`config.mk`:
```
export PLATFORM = sky130hd
export DESIGN_NAME = muldiv_sequencer_flat
export DESIGN_NICKNAME = d
export VERILOG_FILES = /design/src/rtl/muldiv_sequencer_if.sv /design/src/rtl/muldiv_sequencer.sv /design/src/flat_wrapper.sv
export SDC_FILE = /design/constraint.sdc
export NUM_CORES = 1
export LEC_CHECK = 0
export BUFFER_PORTS_ARGS = -buffer_cell sky130_fd_sc_hd__buf_2
export CAP_MARGIN = 20
export CORE_ASPECT_RATIO = 1.25
export CORE_MARGIN = 2
export CORE_UTILIZATION = 40
export DETAILED_ROUTE_END_ITERATION = 10
export REMOVE_ABC_BUFFERS = 1
export SLEW_MARGIN = 20
export SYNTH_ARGS = -nofsm -noshare
export SYNTH_HDL_FRONTEND = slang
export SYNTH_SLANG_ARGS = --single-unit
```
`constraint.sdc`:
```
create_clock -name clk -period 3.8 [get_ports clk]
set_input_delay 0.57 -clock clk [delete_from_list [all_inputs] [get_ports clk]]
set_output_delay 0.57 -clock clk [all_outputs]
set_load 0.005 [all_outputs]
```
`src/rtl/muldiv_sequencer_if.sv`:
```
// ---------------------------------------------------------------------------
// muldiv_sequencer_if
//   Bundle between the Execute stage and the multi-cycle MULT/DIV sequencer.
//   The master side is the pipeline: request fields, flush and the shared ALU
//   return. The slave side is the sequencer: status, HI/LO and the ALU
//   operand/opcode drive.
//
//   start       : request, only looked at while the sequencer is idle
//   op          : 00 MULT, 01 MULTU, 10 DIV, 11 DIVU
//   rs_val      : multiplicand / dividend
//   rt_val      : multiplier / divisor
//   flush       : abort the operation in flight
//   busy        : operation in progress (pipeline stall)
//   done        : one-cycle pulse, HI/LO just updated
//   hi, lo      : architectural HI/LO
//   alu_own     : sequencer drives the shared ALU this cycle
//   alu_a/alu_b : ALU operands
//   alu_control : ALU opcode (010 add, 110 subtract)
//   alu_result  : combinational ALU result
// ---------------------------------------------------------------------------
interface muldiv_sequencer_if #(
  parameter int XLEN = 32
);
  logic            start;
  logic [1:0]      op;
  logic [XLEN-1:0] rs_val;
  logic [XLEN-1:0] rt_val;
  logic            flush;
  logic            busy;
  logic            done;
  logic [XLEN-1:0] hi;
  logic [XLEN-1:0] lo;
  logic            alu_own;
  logic [XLEN-1:0] alu_a;
  logic [XLEN-1:0] alu_b;
  logic [2:0]      alu_control;
  logic [XLEN-1:0] alu_result;

  modport master (
    output start, op, rs_val, rt_val, flush, alu_result,
    input  busy, done, hi, lo, alu_own, alu_a, alu_b, alu_control
  );

  modport slave (
    input  start, op, rs_val, rt_val, flush, alu_result,
    output busy, done, hi, lo, alu_own, alu_a, alu_b, alu_control
  );
endinterface

```
`src/rtl/muldiv_sequencer.sv`:
```
// ---------------------------------------------------------------------------
// muldiv_sequencer
//   Multi-cycle MULT/MULTU/DIV/DIVU engine for the Execute stage. Multiply is
//   shift-add, divide is restoring; both take 32 iterations and borrow the
//   shared ALU for the per-iteration add/subtract. Signed operations work on
//   magnitudes and fix up signs at the end. Results are written to HI/LO.
//
//   Ports:
//     clk   : clock, rising edge
//     rst_n : asynchronous active-low reset
//     bus   : muldiv_sequencer_if.slave (request, flush, status, HI/LO, ALU)
//
//   Configuration macro MULDIV_DIV_EN:
//     defined   - all four operations.
//     undefined - divide hardware is not built; DIV/DIVU complete in one
//                 cycle (IDLE -> DONE) with HI=LO=0 and never own the ALU.
// ---------------------------------------------------------------------------
module muldiv_sequencer #(
  parameter int XLEN = 32
) (
  input  logic              clk,
  input  logic              rst_n,
  muldiv_sequencer_if.slave bus
);

  localparam logic [2:0] ALU_ADD   = 3'b010;
  localparam logic [5:0] LAST_ITER = 6'd31;
`ifdef MULDIV_DIV_EN
  localparam logic [2:0] ALU_SUB   = 3'b110;
`endif

  typedef enum logic [2:0] {
    S_IDLE = 3'd0,
    S_PREP = 3'd1,
    S_RUN  = 3'd2,
    S_FIX  = 3'd3,
    S_DONE = 3'd4
  } state_t;

  state_t          state_reg;
  state_t          state_next;

  logic [XLEN-1:0] acc_hi_reg;
  logic [XLEN-1:0] acc_lo_reg;
  // Multiplicand magnitude for multiply, divisor magnitude for divide.
  logic [XLEN-1:0] opnd_reg;
  logic [XLEN-1:0] hi_reg;
  logic [XLEN-1:0] lo_reg;
  logic [5:0]      cnt_reg;
  logic            neg_a_reg;
  logic            neg_b_reg;
`ifdef MULDIV_DIV_EN
  logic            is_div_reg;
`endif

  // Operand conditioning (used in PREP)
  logic            is_signed;
  logic            rs_neg;
  logic            rt_neg;
  logic [XLEN-1:0] rs_mag;
  logic [XLEN-1:0] rt_mag;

  always_comb begin
    is_signed = ~bus.op[0];
    rs_neg    = is_signed & bus.rs_val[XLEN-1];
    rt_neg    = is_signed & bus.rt_val[XLEN-1];
    rs_mag    = rs_neg ? (~bus.rs_val + 1'b1) : bus.rs_val;
    rt_mag    = rt_neg ? (~bus.rt_val + 1'b1) : bus.rt_val;
  end

  // ALU drive, computed by the output process and reused by the datapath
  logic [XLEN-1:0] alu_a_c;
  logic [XLEN-1:0] alu_b_c;
  logic [2:0]      alu_control_c;
  logic            alu_own_c;
  logic            busy_c;
  logic            done_c;

  // Unsigned add overflow: result wrapped below the first operand.
  logic            carry;
  assign carry = (bus.alu_result < alu_a_c);

`ifdef MULDIV_DIV_EN
  // Restoring divide step. The partial remainder is always below the
  // divisor, so the shifted value needs 33 bits; ovf is that top bit, and
  // when it is set the subtraction always succeeds and wraps correctly.
  logic [XLEN-1:0] rsh;
  logic            ovf;
  logic            qbit;
  logic            div_zero;

  always_comb begin
    rsh      = {acc_hi_reg[XLEN-2:0], acc_lo_reg[XLEN-1]};
    ovf      = acc_hi_reg[XLEN-1];
    qbit     = ovf | (rsh >= opnd_reg);
    div_zero = bus.op[1] & (bus.rt_val == '0);
  end
`endif

  // Sign fix-up and HI/LO selection (used in FIX)
  logic [2*XLEN-1:0] product;
  logic [2*XLEN-1:0] product_fix;
  logic [XLEN-1:0]   fix_hi;
  logic [XLEN-1:0]   fix_lo;

  always_comb begin
    product     = {acc_hi_reg, acc_lo_reg};
    product_fix = (neg_a_reg ^ neg_b_reg) ? (~product + 1'b1) : product;
    fix_hi      = product_fix[2*XLEN-1:XLEN];
    fix_lo      = product_fix[XLEN-1:0];
`ifdef MULDIV_DIV_EN
    // Quotient negative when signs differ; remainder follows the dividend.
    // INT_MIN / -1 yields 0x80000000 / 0 naturally through this path.
    if (is_div_reg) begin
      fix_hi = neg_a_reg ? (~acc_hi_reg + 1'b1) : acc_hi_reg;
      fix_lo = (neg_a_reg ^ neg_b_reg) ? (~acc_lo_reg + 1'b1) : acc_lo_reg;
    end
`endif
  end

  // ---------------- FSM: state register ----------------
  always_ff @(posedge clk or negedge rst_n) begin
    if (!rst_n) begin
      state_reg <= S_IDLE;
    end else begin
      state_reg <= state_next;
    end
  end

  // ---------------- FSM: next state ----------------
  always_comb begin
    state_next = state_reg;
    case (state_reg)
      S_IDLE: begin
        if (bus.start && !bus.flush) begin
`ifdef MULDIV_DIV_EN
          state_next = S_PREP;
`else
          state_next = bus.op[1] ? S_DONE : S_PREP;
`endif
        end
      end
      S_PREP: begin
        if (bus.flush) begin
          state_next = S_IDLE;
        end else begin
          state_next = S_RUN;
`ifdef MULDIV_DIV_EN
          if (div_zero) begin
            state_next = S_DONE;
          end
`endif
        end
      end
      S_RUN: begin
        if (bus.flush) begin
          state_next = S_IDLE;
        end else if (cnt_reg == LAST_ITER) begin
          state_next = S_FIX;
        end
      end
      S_FIX: begin
        state_next = bus.flush ? S_IDLE : S_DONE;
      end
      S_DONE: begin
        state_next = S_IDLE;
      end
      default: begin
        state_next = S_IDLE;
      end
    endcase
  end

  // ---------------- FSM: outputs ----------------
  always_comb begin
    busy_c        = (state_reg != S_IDLE);
    done_c        = (state_reg == S_DONE);
    alu_own_c     = 1'b0;
    alu_a_c       = '0;
    alu_b_c       = '0;
    alu_control_c = 3'b000;
    if (state_reg == S_RUN) begin
      alu_own_c     = 1'b1;
      alu_a_c       = acc_hi_reg;
      alu_b_c       = acc_lo_reg[0] ? opnd_reg : '0;
      alu_control_c = ALU_ADD;
`ifdef MULDIV_DIV_EN
      if (is_div_reg) begin
        alu_a_c       = rsh;
        alu_b_c       = opnd_reg;
        alu_control_c = ALU_SUB;
      end
`endif
    end
  end

  assign bus.busy        = busy_c;
  assign bus.done        = done_c;
  assign bus.alu_own     = alu_own_c;
  assign bus.alu_a       = alu_a_c;
  assign bus.alu_b       = alu_b_c;
  assign bus.alu_control = alu_control_c;
  assign bus.hi          = hi_reg;
  assign bus.lo          = lo_reg;

  // ---------------- Datapath ----------------
  always_ff @(posedge clk or negedge rst_n) begin
    if (!rst_n) begin
      acc_hi_reg <= '0;
      acc_lo_reg <= '0;
      opnd_reg   <= '0;
      hi_reg     <= '0;
      lo_reg     <= '0;
      cnt_reg    <= '0;
      neg_a_reg  <= 1'b0;
      neg_b_reg  <= 1'b0;
`ifdef MULDIV_DIV_EN
      is_div_reg <= 1'b0;
`endif
    end else begin
      case (state_reg)
`ifndef MULDIV_DIV_EN
        S_IDLE: begin
          // Divide not built: a DIV/DIVU request commits zeros directly.
          if (bus.start && !bus.flush && bus.op[1]) begin
            hi_reg <= '0;
            lo_reg <= '0;
          end
        end
`endif
        S_PREP: begin
          neg_a_reg  <= rs_neg;
          neg_b_reg  <= rt_neg;
          acc_hi_reg <= '0;
          cnt_reg    <= '0;
          opnd_reg   <= rs_mag;
          acc_lo_reg <= rt_mag;
`ifdef MULDIV_DIV_EN
          is_div_reg <= bus.op[1];
          if (bus.op[1]) begin
            opnd_reg   <= rt_mag;
            acc_lo_reg <= rs_mag;
          end
          if (div_zero && !bus.flush) begin
            hi_reg <= bus.rs_val;
            lo_reg <= '1;
          end
`endif
        end
        S_RUN: begin
          cnt_reg                  <= cnt_reg + 6'd1;
          {acc_hi_reg, acc_lo_reg} <= {carry, bus.alu_result, acc_lo_reg[XLEN-1:1]};
`ifdef MULDIV_DIV_EN
          if (is_div_reg) begin
            acc_hi_reg <= qbit ? bus.alu_result : rsh;
            acc_lo_reg <= {acc_lo_reg[XLEN-2:0], qbit};
          end
`endif
        end
        S_FIX: begin
          if (!bus.flush) begin
            hi_reg <= fix_hi;
            lo_reg <= fix_lo;
          end
        end
        default: begin
        end
      endcase
    end
  end

endmodule

```
`src/flat_wrapper.sv`:
```
// flat-port wrapper written by rule: the top's interface ports become plain ports
module muldiv_sequencer_flat 
#(
  parameter int XLEN = 32
)
  (clk, rst_n, bus_start, bus_op, bus_rs_val, bus_rt_val, bus_flush, bus_alu_result, bus_busy, bus_done, bus_hi, bus_lo, bus_alu_own, bus_alu_a, bus_alu_b, bus_alu_control);
  muldiv_sequencer_if #(.XLEN(XLEN)) bus_i ();
  input  logic clk;
  input  logic rst_n;
  input wire logic [$bits(bus_i.start)-1:0] bus_start;
  input wire logic [$bits(bus_i.op)-1:0] bus_op;
  input wire logic [$bits(bus_i.rs_val)-1:0] bus_rs_val;
  input wire logic [$bits(bus_i.rt_val)-1:0] bus_rt_val;
  input wire logic [$bits(bus_i.flush)-1:0] bus_flush;
  input wire logic [$bits(bus_i.alu_result)-1:0] bus_alu_result;
  output wire logic [$bits(bus_i.busy)-1:0] bus_busy;
  output wire logic [$bits(bus_i.done)-1:0] bus_done;
  output wire logic [$bits(bus_i.hi)-1:0] bus_hi;
  output wire logic [$bits(bus_i.lo)-1:0] bus_lo;
  output wire logic [$bits(bus_i.alu_own)-1:0] bus_alu_own;
  output wire logic [$bits(bus_i.alu_a)-1:0] bus_alu_a;
  output wire logic [$bits(bus_i.alu_b)-1:0] bus_alu_b;
  output wire logic [$bits(bus_i.alu_control)-1:0] bus_alu_control;
  assign bus_i.start = bus_start;
  assign bus_i.op = bus_op;
  assign bus_i.rs_val = bus_rs_val;
  assign bus_i.rt_val = bus_rt_val;
  assign bus_i.flush = bus_flush;
  assign bus_i.alu_result = bus_alu_result;
  assign bus_busy = bus_i.busy;
  assign bus_done = bus_i.done;
  assign bus_hi = bus_i.hi;
  assign bus_lo = bus_i.lo;
  assign bus_alu_own = bus_i.alu_own;
  assign bus_alu_a = bus_i.alu_a;
  assign bus_alu_b = bus_i.alu_b;
  assign bus_alu_control = bus_i.alu_control;
  muldiv_sequencer #(.XLEN(XLEN)) u_core (.clk(clk), .rst_n(rst_n), .bus(bus_i));
endmodule
```
; After elaboration in Yosys (flattened, before gate mapping)
; Cells that the tools add are included.
[totals]
reg_bits = 171
inputBits = 102
output_inout_bits = 134
wordCells = 62
[op_classes]
n_addsub = 4
order_cmp = 1
eq_ne = 9
muxes = 23
bitwise_logic = 7
n_reduce_logical = 9
[ops]
columns = operator, count
row1 = 32-bit 2-to-1 mux, 8
row2 = 32-bit one-hot mux with 2 select lines, 4
row3 = "32-bit by 1-bit adder with 32-bit output, second input constant", 2
row4 = "64-bit by 1-bit adder with 64-bit output, second input constant", 1
row5 = 64-bit 2-to-1 mux, 1
row6 = 32-bit inverter, 2
row7 = 64-bit inverter, 1
row8 = 32-bit < comparator, 1
row9 = 3-bit 2-to-1 mux, 5
row10 = 3-bit one-hot mux with 4 select lines, 1
row11 = 6-bit one-hot mux with 2 select lines, 1
row12 = "6-bit by 1-bit adder with 6-bit output, second input constant", 1
row13 = "3-bit by 2-bit == test with 1-bit output, second input constant", 2
row14 = "6-bit by 5-bit == test with 1-bit output, second input constant", 1
row15 = 2-bit 2-to-1 mux, 2
row16 = "2-bit by 1-bit != test with 1-bit output, second input constant", 2
row17 = 2-bit nonzero test, 2
row18 = "3-bit by 1-bit == test with 1-bit output, second input constant", 1
row19 = "3-bit == test, second input constant", 1
row20 = 3-bit zero test, 1
row21 = "3-bit by 2-bit != test with 1-bit output, second input constant", 1
row22 = 3-bit AND reduction, 1
row23 = 3-bit nonzero test, 1
row24 = 1-bit AND, 2
row25 = other kinds (7), 8

; Longest topological paths before layout
; Gate-level depths: netlist of the first run.
[logic_depth]
depth_word = 5
mapped_depth = 13
ltp_nobuf = 10

; Worst setup path before layout of the first run
; Ideal clock, no wire load.
[synth_path]
path_type = register to register
startpoint = register u_core.state_reg[0]
endpoint = register u_core.acc_hi_reg[31]
setup_ps = 65
arrival_time_ps = 3198
required_time_ps = 3735
setup_slack_ps = 537
stages_incl_launch_ff = 14
n_path_buf = 3
period_less_slack_ps = 3263
cell_sequence = dfrtp_1 -> or3b_1 -> clkbuf_1 -> inv_2 -> clkbuf_1 -> buf_1 -> nand2_1 -> ha_1 -> a21o_1 -> a2111oi_0 -> a221oi_1 -> a211o_1 -> o21ai_0 -> a22o_1
[synth_between]
elab_chain_cells = 4
elab_cells_between_ends = 6
classes_between = 1 x order compare / 2 x eq/ne / 2 x mux / 1 x reduce/logical
[synth_rtl]
columns = element, line_no
row1 = from (decl), muldiv_sequencer.sv:40  ; state_t state_reg;
row2 = from (signal assigned), muldiv_sequencer.sv:126  ; state_reg <= state_next;
row3 = 3-bit by 2-bit == test with 1-bit output, "muldiv_sequencer.sv:182, muldiv_sequencer.sv:221"
row4 = 32-bit 2-to-1 mux, muldiv_sequencer.sv:182  ; if (state_reg == S_RUN) begin
row5 = 32-bit < comparator, muldiv_sequencer.sv:81  ; assign carry = (bus.alu_result < alu_a_c);
row6 = 32-bit one-hot mux with 2 select lines, muldiv_sequencer.sv:221  ; case (state_reg)
row7 = to (signal assigned), muldiv_sequencer.sv:252  ; {acc_hi_reg, acc_lo_reg} <= {carry, bus.alu_result, acc_lo_reg[XLEN-1:1]};
row8 = to (decl), muldiv_sequencer.sv:43  ; logic [XLEN-1:0] acc_hi_reg;
; Several ways; a longest one is shown, not always the timed one.
; A chain may end at the register's enable or synchronous reset.

; Worst setup path in the final report of the first run
[layout_path]
startpoint = register u_core.state_reg[0]
endpoint = output port bus_alu_b[21]
[layout_between]
elab_chain_cells = 2
[layout_rtl]
columns = element, line_no
row1 = 3-bit by 2-bit == test with 1-bit output, muldiv_sequencer.sv:182
row2 = 32-bit 2-to-1 mux, muldiv_sequencer.sv:182
row3 = to (decl), flat_wrapper.sv:22  ; output wire logic [$bits(bus_i.alu_b)-1:0] bus_alu_b;
; Every way passes these cells.

==> out/metrics.csv, run 1 <==
stage,metric,value,unit
yosys,ys_ff_latch,171,
routing,dr.first_iter.drc_count,393,
clock_network,cts.sinks,171,
die,ios,236,
yosys,synth_mux_area_share,0.0972,%
global_route,grt_max_degree,85,
die,start_util,40.7,%
clock_network,postCtsSetupRepairBufs,0,
routing,drt_first_pass_iters,5,
hold_path,hold_class,primary input to asynchronous set/reset pin,
cells_and_area,layout_common_cells,"232 x buf_2, 171 x dfrtp_1, 155 x nand2_1",
die,rows,65,
global_route,overflow,0,
setup_path,start_kind,register,
setup_path,cp.arrival,2.71,ns
cells_and_area,fin_cells,1739,
die,die_w,147,microns
pwr,seq_power_share,40.7,%
timing,max_freq,305,MHz
timing,period_minus_slack,3.28,ns
routing,ant_nets,0,
timing,setup_viol,0,
timing,grt_setup_unrepaired,false,
yosys,yosysWarningCount,0,
timing,slew_headroom,31.3,%
yosys,avgSynthCellArea,8.64,sq um
routing,avgRoutedWirePerCell,16.8,microns
global_route,grt_pass1_wl,47700,microns
setup_path,worstPathRequired,3.23,ns
clock_network,cts_tree,done,
yosys,synth-seq-area-share,41.6,%
die,fp.dieH,183,microns
pwr,power_density,526,nW/um^2
yosys,synthArstFlopShare,100,%
pwr,p_total,6.50,mW
global_route,grt_pass1_vias,9038,
yosys,synth_edf_count,0,
clock_network,numCtsBuffers,17,
timing,fin_crit_sh,86.4,%
setup_path,end_kind,primary output,
global_route,grtUsageTotal,22.0,%
run,cap_violations,0,
clock_network,clockBufferDepth,2,
yosys,synthAdderAreaFrac,4.25,%
setup_path,worstSetupPathType,register to primary output,
yosys,synth_ff_type,dfrtp_1,
global_route,antenna_found_initial,5,
setup_path,reg2regPathDepth,10,
cells_and_area,area_growth,20.2,%
die,core,25300,sq um
clock_network,cts_hold_buffers,0,
pwr,ir_drop,0.323,mV
clock_network,clock_latency,0.44,ns
yosys,syn-instance-count,1191,
timing,layout_setup_ws,0.517,ns
routing,vias,9320,
yosys,synth.distinct_cells,58,
setup_path,reg2reg_slack,0.57,ns
pwr,combinationalPowerShare,32.4,%
pwr,p_sw_share,37.6,%
placement,dp_hpwl,21500,microns
routing,viasPerCell,5.36,
timing,tns,0,ns
pwr,intPower,4.06,mW
routing,drc_errors,0,
yosys,synth_compound_area_share,21.4,%
timing,hold_viol_final,0,
cells_and_area,drive_above_1_share,22.1,%
placement,gp_congestion,0.866,
yosys,synth_area,10300,sq um
cells_and_area,fin_nets,1522,
placement,numPortBuffers,233,
pwr,switching_power,2.44,mW
cells_and_area,final_common_cell,buf_2,
clock_network,clkSlewWorstSetupHoldPaths,0.08,ns
setup_path,worstPathMaxFanout,69,
pwr,p_leak,6.10,nW
yosys,synth_top_family_by_area,compound AO/OA/AOI/OAI gates,
placement,placed_cells,1701,
placement,post-place-ws,0.523,ns
yosys,yosys.area_share.simple,18.1,%
die,die_area,27000,sq um
clock_network,cts_htree_levels,4,
outcome,status,"complete, no violations",
routing,drt-total-wl,29200,microns
timing,clock_skew,0.0190,ns
pwr,power_frac_clock,26.9,%
clock_network,cts_repair_resize_count,0,
timing,tightest_slew,1.03,ns
clock_network,cts-root-buf,clkbuf_16,
setup_path,rr_startpoint,u_core.state_reg[0],
setup_path,r2r-end,u_core.acc_hi_reg[31],
timing,drv_slew,0,
yosys,yosys.area_share.xor_xnor,9.36,%
kinds of logic after synthesis:
family	count (synthesis)
compound gates	358
xor+xnor	110
fa+ha+maj	35
buf+inv	135
flops	171
mux	1
other cells	1
simple gates	380
power by group through the flow:
| stage | sequential, mW | clock (mW) | combinational (mW) |
|---|---|---|---|
| after floorplan | 2.56 | 0 | 1.54 |
| after global placement | 2.66 | 0 | 2.10 |
| after detailed placement | 2.67 | 0 | 2.13 |
| after CTS | 2.64 | 1.77 | 2.14 |
| after global routing | 2.71 | 1.86 | 2.38 |
| final | 2.65 | 1.75 | 2.11 |
worst max-delay path by stage:
| stage | from | end | slack [ns] | depth (start not counted) |
|---|---|---|---|---|
| after floorplan | u_core.state_reg[1] | u_core.acc_lo_reg[18] | -0.34 | 6 |
| after global placement | u_core.state_reg[0] | u_core.acc_hi_reg[31] | 0.63 | 10 |
| after detailed placement | u_core.state_reg[0] | u_core.acc_hi_reg[31] | 0.52 | 10 |
| after CTS | u_core.state_reg[0] | bus_alu_b[20] | 0.52 | 5 |
| after global routing | u_core.state_reg[0] | u_core.acc_hi_reg[31] | 0.31 | 10 |
| final | u_core.state_reg[0] | bus_alu_b[21] | 0.52 | 5 |
metrics by stage:
step | area [sq um] | util [%] | hold WS (ns)
2_1_floorplan | 9970 | - | 0.274
3_3_place_gp | 11800 | 46.5 | 0.453
3_5_place_dp | 11800 | 46.5 | 0.465
4_1_cts | 12400 | 48.8 | 0.101
5_1_grt | 12400 | 48.8 | 0.121
6_report | 12400 | 48.9 | 0.0862
critical path, stage by stage, from the launching register on:
cell and delay, ns:
dfrtp_1 0.45, or3b_1 0.44, clkinv_2 0.32, buf_4 0.65, and3_1 0.27, buf_2 0.12
metal layers:
layer,global-route usage (%),vias to the layer above,routed length (microns)
met5,0,-,34
met4,5.04,6,341
met3,5.52,32,1960
met2,37.9,254,14200
met1,27.8,4397,12700
li1,-,4631,-
synthesized netlist by cell type (4+ instances only):
cell type | n | area [sq um]
a211oi_1 | 8 | 60.1
a21oi_1 | 66 | 330
a221oi_1 | 4 | 35.0
a22o_1 | 43 | 377
a22oi_1 | 17 | 128
a31oi_1 | 34 | 213
a41oi_1 | 5 | 43.8
and2_1 | 5 | 31.3
and3_1 | 33 | 206
buf_1 | 13 | 48.8
buf_2 | 4 | 20.0
clkbuf_1 | 59 | 221
dfrtp_1 | 171 | 4280
ha_1 | 35 | 438
inv_1 | 54 | 203
nand2_1 | 155 | 582
nand2b_1 | 6 | 37.5
nand3_1 | 8 | 40.0
nand4_1 | 6 | 37.5
nor2_1 | 77 | 289
nor3_1 | 32 | 160
nor4_1 | 17 | 106
nor4_2 | 4 | 50.1
o21ai_0 | 100 | 500
o21ai_1 | 53 | 265
o31ai_1 | 8 | 60.1
o41ai_1 | 6 | 52.6
or3_1 | 7 | 43.8
or4_4 | 4 | 45.0
xnor2_1 | 82 | 718
xor2_1 | 28 | 245
final cells by class:
type	count	area, sq um
antenna	6	15.0
clock buffer	18	439
clock inverter	14	144
fill	2508	12900
inverter	55	208
multi-input combinational	886	5510
sequential	171	4280
tap	335	419
timing repair buffer	254	1360
Power figures use the tool's default switching activity.
==> run 2, diff against run 1 <==
Settings changed: SLEW_MARGIN 20 to default.
Clock period 3.8 ns to 3.5 ns, I/O delays scaled along.
==> run 2 against run 1 <==
Against the previous run:
- critical path depth is 6 higher
- register-to-register slack worse by 0.23 ns
- design area is 0.16% higher
- via count increased by 1.5%
- cell count about the same
- sequential power is 8.7% higher
- utilization rose by 0.079 points
- power increased by 9.6%
- largest cell class unchanged
- highest routed layer unchanged
==> out/metrics.csv, run 2 (synthesis gave the netlist of run 1 again) <==
stage,metric,value,unit,change
outcome,status,"complete, no violations",,
run,cap_violations,0,,unchanged
placement,gp_congestion,0.868,,+0.24%
routing,drt-total-wl,29600,microns,+1.3%
cells_and_area,layout_common_cells,"232 x buf_2, 171 x dfrtp_1, 155 x nand2_1",,
timing,drv_slew,0,,unchanged
clock_network,postCtsSetupRepairBufs,0,,unchanged
die,ios,236,,unchanged
die,fp.dieH,183,microns,unchanged
placement,numPortBuffers,233,,unchanged
setup_path,start_kind,register,,
clock_network,cts_tree,done,,
routing,viasPerCell,5.45,,+1.6%
global_route,grt_pass1_wl,48200,microns,+1.1%
setup_path,end_kind,register,,
routing,drt-met1-wl,12700,microns,-0.22%
cells_and_area,fin_nets,1523,,+0.066%
global_route,overflow,0,,unchanged
routing,drt_first_pass_iters,5,,unchanged
timing,fin_crit_sh,90.3,%,
pwr,power_density,575,nW/um^2,+9.4%
routing,dr_wl_met3,2090,microns,+6.4%
global_route,grt_pass1_vias,9207,,+1.9%
cells_and_area,drive_above_1_share,22.2,%,+0.056 points
timing,slew_headroom,28.7,%,-2.7 points
timing,setup_viol,0,,unchanged
routing,vias,9464,,+1.5%
clock_network,clkSlewWorstSetupHoldPaths,0.07,ns,about the same
clock_network,cts_hold_buffers,0,,unchanged
die,rows,65,,unchanged
clock_network,cts-root-buf,clkbuf_16,,
global_route,grt_max_degree,102,,+20%
pwr,p_leak,6.10,nW,about the same
timing,clock_skew,0.0221,ns,+0.00312 ns
global_route,antenna_found_initial,10,,+5
clock_network,clock_latency,0.44,ns,about the same
routing,wl_met2,14400,microns,+1.5%
cells_and_area,area_growth,20.3,%,
routing,highest_layer,met5,,
pwr,p_total,7.12,mW,+9.6%
routing,dr.first_iter.drc_count,470,,+20%
timing,max_freq,316,MHz,
clock_network,clockBufferDepth,2,,unchanged
clock_network,cts.sinks,171,,unchanged
die,core,25300,sq um,unchanged
global_route,grtUsageTotal,22.2,%,+0.18 points
die,die_area,27000,sq um,unchanged
setup_path,worstPathMaxFanout,48,,-30%
timing,hold_viol_final,0,,unchanged
setup_path,worstSetupPathType,register to register,,
timing,period_minus_slack,3.16,ns,
pwr,ir_drop,0.396,mV,+23%
die,die_w,147,microns,unchanged
routing,drc_errors,0,,unchanged
placement,dp_hpwl,21400,microns,-0.68%
setup_path,worstPathRequired,3.83,ns,+0.60 ns
routing,avgRoutedWirePerCell,17.0,microns,+1.3%
clock_network,cts_repair_resize_count,0,,unchanged
die,start_util,40.7,%,unchanged
clock_network,numCtsBuffers,17,,unchanged
timing,holdWs,0.0644,ns,-0.0218 ns
timing,grt_setup_unrepaired,false,,
setup_path,cp.arrival,3.49,ns,+0.78 ns
routing,ant_nets,0,,unchanged
timing,tightest_slew,1.07,ns,+0.0375 ns
clock_network,cts_htree_levels,4,,unchanged
cells_and_area,final_common_cell,buf_2,,
hold_path,hold_class,primary input to asynchronous set/reset pin,,
[run 2: cell count changes in the layout (fill, tap and decap cells not counted)]
cell / before / now
inv_8: 7 / 2
diode_2: 6 / 4
bufinv_16: 0 / 1
clkinv_2: 2 / 1
a2111oi_0: 3 / 2
a2111oi_1: 0 / 1
clkbuf_8: 1 / 2
buf_4: 19 / 20
clkinvlp_4: 0 / 1
inv_6: 3 / 6
[run 2: critical path, stage by stage (launching register included)]
cell and delay [ns]:
dfrtp_1 0.44, or3b_1 0.43, clkinv_2 0.22, buf_12 0.26, nand2_1 0.12, ha_1 0.32, nand2_1 0.07, nor2_1 0.15
o311ai_1 0.13, a2111oi_1 0.55, o21ai_0 0.13, a22o_1 0.21
[run 2: final cells by class]
cell class / count / area (sq um)
flip-flops and latches: 171 / 4280
clock buffers: 19 / 453
repair buffers: 255 / 1360
multi-input cells: 886 / 5510
fillers: 2534 / 12900
inverters: 55 / 208
diodes: 4 / 10.0
well taps: 335 / 419
clock inverters: 13 / 146
[run 2: metrics by stage]
| stage | std cells | setup TNS, ns | setup slack, ns | utilization, % | instance area (sq um) |
|---|---|---|---|---|---|
| after floorplan | 1112 | -34.75 | -0.643 | - | 9970 |
| after global placement | 1702 | 0 | 0.182 | 46.6 | 11800 |
| after detailed placement | 1702 | 0 | 0.158 | 46.6 | 11800 |
| after CTS | 1734 | 0 | 0.141 | 48.9 | 12400 |
| after global routing | 1735 | 0 | 0.0471 | 48.9 | 12400 |
| final | 1738 | 0 | 0.339 | 49.0 | 12400 |
[run 2: routing by layer]
layer / GRT usage (%) / vias up
met1: 28.0 / 4505
met2: 38.3 / 303
li1: - / 4609
met5: 0 / -
met3: 5.45 / 35
met4: 5.27 / 12
[run 2: path summary, 6_finish.rpt]
path                                     startpoint               endpoint  slack (ns)  depth (start not counted)
worst max register to register  u_core.state_reg[0]  u_core.acc_hi_reg[31]        0.34                         11
max in group asynchronous                     rst_n  u_core.acc_lo_reg[21]        2.60                          2
worst min-delay path                          rst_n       u_core.bus.hi[3]        0.06                          1
min in group clk                          bus_flush    u_core.state_reg[1]        0.29                          2
worst max-delay path            u_core.state_reg[0]  u_core.acc_hi_reg[31]        0.34                         11
worst min register to register     u_core.bus.lo[3]       u_core.bus.lo[3]        0.48                          2
[run 2: report_power, final]
group	internal (mW)	switching, mW
sequential	2.37	0.505
combinational	1.06	1.24
clock	1.05	0.894
total	4.48	2.64
